--- config.mk ---
export PLATFORM = sky130hd
export DESIGN_NAME = strip_index_reader
export DESIGN_NICKNAME = d
export VERILOG_FILES = /design/src/rtl/placement_pkg.sv /design/src/rtl/strip_status_table.sv /design/src/rtl/strip_index_reader.sv
export SDC_FILE = /design/constraint.sdc
export NUM_CORES = 1
export LEC_CHECK = 0
export CAP_MARGIN = 20
export CORE_UTILIZATION = 60
export CTS_CLUSTER_DIAMETER = 100
export DETAILED_ROUTE_END_ITERATION = 12
export HOLD_SLACK_MARGIN = 0.12
export MAX_ROUTING_LAYER = met4
export PLACE_DENSITY = 0.82
export SLEW_MARGIN = 30
export SYNTH_ARGS = -nofsm -noshare
export SYNTH_HDL_FRONTEND = slang
export SYNTH_SLANG_ARGS = --single-unit
--- constraint.sdc ---
create_clock -name clk -period 11.1 [get_ports clk]
set_input_delay 1.665 -clock clk [delete_from_list [all_inputs] [get_ports clk]]
set_output_delay 1.665 -clock clk [all_outputs]
set_load 0.05 [all_outputs]
--- src/rtl/placement_pkg.sv ---
// placement_pkg: shared sizes, FSM encoding and strip record for the strip placement index
package placement_pkg;
  localparam int NUM_STRIPS  = 16;
  localparam int ID_W        = 4;
  localparam int WIDTH_W     = 8;
  localparam int STRIKE_W    = 4;
  localparam int STRIP_WIDTH = 200;
  localparam int STRIKE_MAX  = 3;
  typedef enum logic [1:0] {IDLE, SCAN, RESP} state_t;
  typedef struct packed {
    logic [WIDTH_W-1:0]  occ;
    logic [STRIKE_W-1:0] strike;
  } strip_t;
  // Overfilled strips report zero free width rather than wrapping.
  function automatic logic [WIDTH_W:0] strip_free(input logic [WIDTH_W-1:0] occ);
    return (32'(occ) > STRIP_WIDTH) ? '0 : (WIDTH_W+1)'(STRIP_WIDTH - 32'(occ));
  endfunction
endpackage

--- src/rtl/strip_status_table.sv ---
// strip_status_table: per-strip occupied/strike register file with same-cycle write bypass on the read port
module strip_status_table import placement_pkg::*; (
  input  logic                clk,
  input  logic                rstn,
  input  logic                wr_en,
  input  logic [ID_W-1:0]     wr_id,
  input  logic [WIDTH_W-1:0]  wr_occ,
  input  logic [STRIKE_W-1:0] wr_strike,
  input  logic [ID_W-1:0]     rd_id,
  output logic [WIDTH_W-1:0]  rd_occ,
  output logic [STRIKE_W-1:0] rd_strike
);
  strip_t r_table [NUM_STRIPS];
  logic   w_wr_ok;
  logic   w_byp;
  assign w_wr_ok   = wr_en && (32'(wr_id) < NUM_STRIPS);
  assign w_byp     = w_wr_ok && (wr_id == rd_id);
  assign rd_occ    = w_byp ? wr_occ : r_table[rd_id].occ;
  assign rd_strike = w_byp ? wr_strike : r_table[rd_id].strike;
  always_ff @(posedge clk) begin
    if (!rstn) begin
      for (int i = 0; i < NUM_STRIPS; i++) r_table[i] <= '0;
    end else if (w_wr_ok) begin
      r_table[wr_id] <= '{occ: wr_occ, strike: wr_strike};
    end
  end
endmodule

--- src/rtl/strip_index_reader.sv ---
// strip_index_reader: tracks strip status from write-stage updates and finds the lowest strip that fits a query
module strip_index_reader import placement_pkg::*; (
  input  logic                clk,
  input  logic                rstn,
  input  logic                upd_valid,
  input  logic [ID_W-1:0]     strip_ID_in,
  input  logic [WIDTH_W-1:0]  occupied_width_in,
  input  logic [STRIKE_W-1:0] strike_in,
  input  logic                req_valid,
  output logic                req_ready,
  input  logic [WIDTH_W-1:0]  req_width,
  output logic                resp_valid,
  input  logic                resp_ready,
  output logic                resp_hit,
  output logic [ID_W-1:0]     resp_strip_ID,
  output logic [WIDTH_W-1:0]  resp_free_width
);
  state_t              r_state;
  logic [ID_W-1:0]     r_idx;
  logic [WIDTH_W-1:0]  r_req_width;
  logic                r_req_ready;
  logic                r_resp_valid;
  logic                r_resp_hit;
  logic [ID_W-1:0]     r_resp_id;
  logic [WIDTH_W-1:0]  r_resp_free;
  logic [WIDTH_W-1:0]  w_occ;
  logic [STRIKE_W-1:0] w_strike;
  logic [WIDTH_W:0]    w_free;
  logic                w_fit;
  strip_status_table u_table (
    .clk       (clk),
    .rstn      (rstn),
    .wr_en     (upd_valid),
    .wr_id     (strip_ID_in),
    .wr_occ    (occupied_width_in),
    .wr_strike (strike_in),
    .rd_id     (r_idx),
    .rd_occ    (w_occ),
    .rd_strike (w_strike)
  );
  assign w_free = strip_free(w_occ);
  assign w_fit  = ({1'b0, r_req_width} <= w_free) && (32'(w_strike) < STRIKE_MAX);
  always_ff @(posedge clk) begin
    if (!rstn) begin
      r_state      <= IDLE;
      r_idx        <= '0;
      r_req_width  <= '0;
      r_req_ready  <= 1'b0;
      r_resp_valid <= 1'b0;
      r_resp_hit   <= 1'b0;
      r_resp_id    <= '0;
      r_resp_free  <= '0;
    end else begin
      case (r_state)
        IDLE: begin
          if (req_valid && r_req_ready) begin
            r_req_width <= req_width;
            r_idx       <= '0;
            r_req_ready <= 1'b0;
            r_state     <= SCAN;
          end else begin
            r_req_ready <= 1'b1;
          end
        end
        SCAN: begin
          if (w_fit || r_idx == ID_W'(NUM_STRIPS - 1)) begin
            r_resp_hit   <= w_fit;
            r_resp_id    <= w_fit ? r_idx : '0;
            r_resp_free  <= w_fit ? w_free[WIDTH_W-1:0] : '0;
            r_resp_valid <= 1'b1;
            r_state      <= RESP;
          end else begin
            r_idx <= r_idx + 1'b1;
          end
        end
        RESP: begin
          if (resp_ready) begin
            r_resp_valid <= 1'b0;
            r_req_ready  <= 1'b1;
            r_state      <= IDLE;
          end
        end
        default: r_state <= IDLE;
      endcase
    end
  end
  assign req_ready       = r_req_ready;
  assign resp_valid      = r_resp_valid;
  assign resp_hit        = r_resp_hit;
  assign resp_strip_ID   = r_resp_id;
  assign resp_free_width = r_resp_free;
endmodule
==> key figures <==
Power
  – Static Leakage: 0.00402 uW
  – Peak VDD IR: 0.000136 V
  – Cell Pwr Density: 160 mW/mm^2

Timing
  – Clk_skew: 9.87 ps
  – Unrepaired setup endpoints after global routing: no
  – Hold Slack: 464 ps
  – Fin crit share: 0.603
  – Crit path setup slack, layout: 4400 ps
  – Setup_tns: 0 ps
  – Achievable Freq: 149 MHz
  – Final Critical Period: 6700 ps
  – Relative slew slack: 0.365
  – # setup viols final: 0
  – Fin. max-slew vios: 0
  – Hold Fails Final Rpt: 0
  – Tightest Pin Transition: 946 ps

Final layout
  – Area Overhead vs Synth: 12.9%
  – Share of cells above drive strength 1: 0.106
  – Post-route cell area: 0.0117 mm^2
  – # nets final: 863
  – Final Non-Filler Cells: 1059
  – Diode count: 0

Clocking
  – CTS sink cnt: 225
  – Root Driver: clkbuf_16
  – Setup Buffers After CTS: 0
  – CTS tree: built
  – Cts-stage hold buffer count: 0
  – CTS buffer count: 23
  – Clock latency on the worst-skew pair: 510 ps
  – Max Root-Sink Buffers: 3
  – Clock transition at path regs: 60 ps
  – Post-CTS Resized: 0
  – Htree depth: 1

Worst setup path
  – CP startpoint kind: input pin
  – Worst-path cell chain: clkdlybuf4s50_1 -> xor2_1 -> nor3_1 -> nand3_1 -> mux2i_1 -> or2_2 -> o21ai_0 -> nand2_1 -> ha_1 -> nor2b_1 -> o21ai_0 -> nand2b_1 -> a21oi_1 -> o21ai_0 -> a31oi_1 -> o32a_1 -> o21ai_1 -> a32o_1
  – Critical Path RT: 11540 ps
  – Slowest cell delay on critical path: 800 ps
  – Slowest stage cell on the critical path: o21ai_1
  – Crit. End Element: flip-flop
  – Most frequent CP cell: o21ai_0
  – CP bufs+invs: 1
  – Crit path kind: in2reg
  – Crit-path max FO: 16
  – Dominant delay contributor by cell family on the critical path: compound AO/OA/AOI/OAI gates
  – WP data arrival: 7140 ps

Synth
  – Count of cell types in the netlist: 55
  – Syn nets: 832
  – Mapped Cells: 793
  – Sequential share of the synthesized area: 0.619
  – Primary FF master, synth: edfxtp_1
  – Synth Cell Area: 0.0104 mm^2
  – Syn avg cell area: 13.1 um^2
  – Syn. warnings: 0
  – Yosys reg bits: 225
  – Asr flop ratio synth: 0
  – Post-synth EDFFs: 192

Placement
  – IO buf count: 43
  – Pre-CTS worst setup slack: 4030 ps
  – Placed Instances: 1019
  – DP HPWL: 15600 um
  – RePlAce Congestion: 0.919
  – Placed Area: 0.0110 mm^2

Detailed routing
  – WL final: 24100 um
  – Highest metal used: met4
  – Routed wire length on met3: 1830 um
  – Drt drc: 0
  – Routed wire per std cell: 22.7 um
  – Antenna Nets Post-Route: 0
  – Vias per cell: 6.27
  – Starting DRT DRC Count: 679
  – DRT Pass-1 Iters: 8
  – Metal1 wirelength: 9590 um
  – Vias: 6636
  – Met2 routed wirelength: 11900 um

Global routing
  – GRT Residual Overflow: 0
  – Initial antenna violation count: 0
  – Global-route wire length before repair: 37300 um
  – Number of global-route vias before repair: 6719
  – Largest net degree at the start of global routing: 57
  – GRT Resource Usage Total: 0.288

Worst hold path
  – HP Class: reg2reg

Floorplan
  – Die Height: 134 um
  – Initial core utilization: 0.619
  – I/O pin total: 44
  – Die area: 0.0178 mm^2
  – Die width: 134 um
  – Core Area: 0.0168 mm^2
  – Row count: 47

Run status
  – Outcome: finished clean

Flow run
  – Max_cap viols: 0
-- report_power, final --
group          total [uW]  internal, uW  switching, uW
registers             977           961           15.7
logic                 168          61.9            106
clock network         730           427            303
total                1870          1450            424
-- final timing paths --
check	from	end	slack, ps	cells past startpoint
worst min-delay path	r_req_width[0]	r_req_width[0]	460	2
worst max-delay path	strip_ID_in[1]	resp_strip_ID[2]	4400	18
worst max register to register	flip-flop	resp_strip_ID[2]	5290	18
worst min register to register	r_req_width[0]	r_req_width[0]	460	2
-- cells in the mapped netlist, types with 6 or more instances --
library cell,instances,area share
and3_1,6,0.0036
o21ai_0,21,0.010
a211oi_1,16,0.012
a21oi_1,16,0.0077
a32o_1,7,0.0068
ha_1,10,0.012
and2_1,182,0.11
a22oi_1,11,0.0080
dfxtp_1,33,0.064
nand2_1,32,0.012
inv_1,9,0.0033
nand2b_1,10,0.0060
mux4_2,26,0.056
nor2b_1,6,0.0036
a2111oi_0,9,0.0076
a21boi_0,10,0.0072
nor3_1,20,0.0096
nand3_1,9,0.0043
clkbuf_1,49,0.018
buf_2,8,0.0039
nor2_1,25,0.0090
mux2i_1,22,0.021
edfxtp_1,192,0.56
-- worst reg2reg max path: stages (launching register included) --
cell	delay [ps]
dfxtp_2	320
buf_4	600
mux4_2	510
mux2_2	320
a211oi_1	320
o31ai_1	200
or2_2	350
o21ai_0	340
nand2_1	150
ha_1	310
nor2b_1	150
o21ai_0	110
nand2b_1	100
a21oi_1	70
o21ai_0	180
a31oi_1	110
o32a_1	510
o21ai_1	800
a32o_1	280
-- sequential cells by signal, indices dropped and copies added, names as in the netlist, named ones only --
signal	count
r_idx	4
r_state	2
resp_valid	1
u_table.r_table	192
resp_strip_ID	4
req_ready	1
resp_hit	1
r_req_width	8
resp_free_width	8
-- through the flow --
step | power (uW) | utilization
floorplan | 1090 | -
global placement | 1150 | 0.657
detailed placement | 1160 | 0.657
CTS | 1880 | 0.699
global route | 1920 | 0.699
finish | 1870 | 0.699
-- logic make-up after synthesis --
family                   Yosys count  share of synthesized area
AND/OR/NAND/NOR                  307                      0.169
buffers and inverters             71                     0.0288
multiplexers                      52                     0.0823
adder cells (fa/ha/maj)           10                     0.0121
AO/OA/AOI/OAI                    119                     0.0816
XOR/XNOR                           9                    0.00759
flip-flops                       225                      0.619
-- metal layers --
layer	GRT usage	up-vias
met2	0.472	288
met1	0.367	3306
met4	0.0953	0
met3	0.0479	56
met5	-	-
li1	-	2986
-- cell type report --
type	count	area, um^2
Sequential cell	225	6430
Fill cell	1130	5040
Multi-Input combinational cell	497	3660
Timing Repair Buffer	68	618
Clock buffer	31	606
Tap cell	220	275
Clock inverter	9	92.6
Inverter	9	33.8
-- cells in the final DEF, fill, tap and decap left out, types with 3 or more instances in the layout --
cell and n:
o211ai_1 3, clkdlybuf4s50_1 43, clkbuf_1 8, and3_1 6, o2bb2ai_1 5, nand2_1 32
a32o_1 7, nand2b_1 10, edfxtp_1 192, mux4_2 26, nor4_1 5, clkinv_1 5
o21a_1 3, o21ai_2 3, inv_1 9, ha_1 10, a21oi_1 16, mux2_2 3
nor2b_1 6, nand3_1 9, clkbuf_16 23, xor2_1 5, a211oi_1 16, and2_1 182
buf_4 25, a2111oi_0 9, nor2_1 25, mux2i_1 22, a21boi_0 10, o21ai_0 19
xnor2_1 4, a22oi_1 11, dfxtp_1 32, nand4_1 5, nor3_1 20
(Power assumes the default switching activity.)
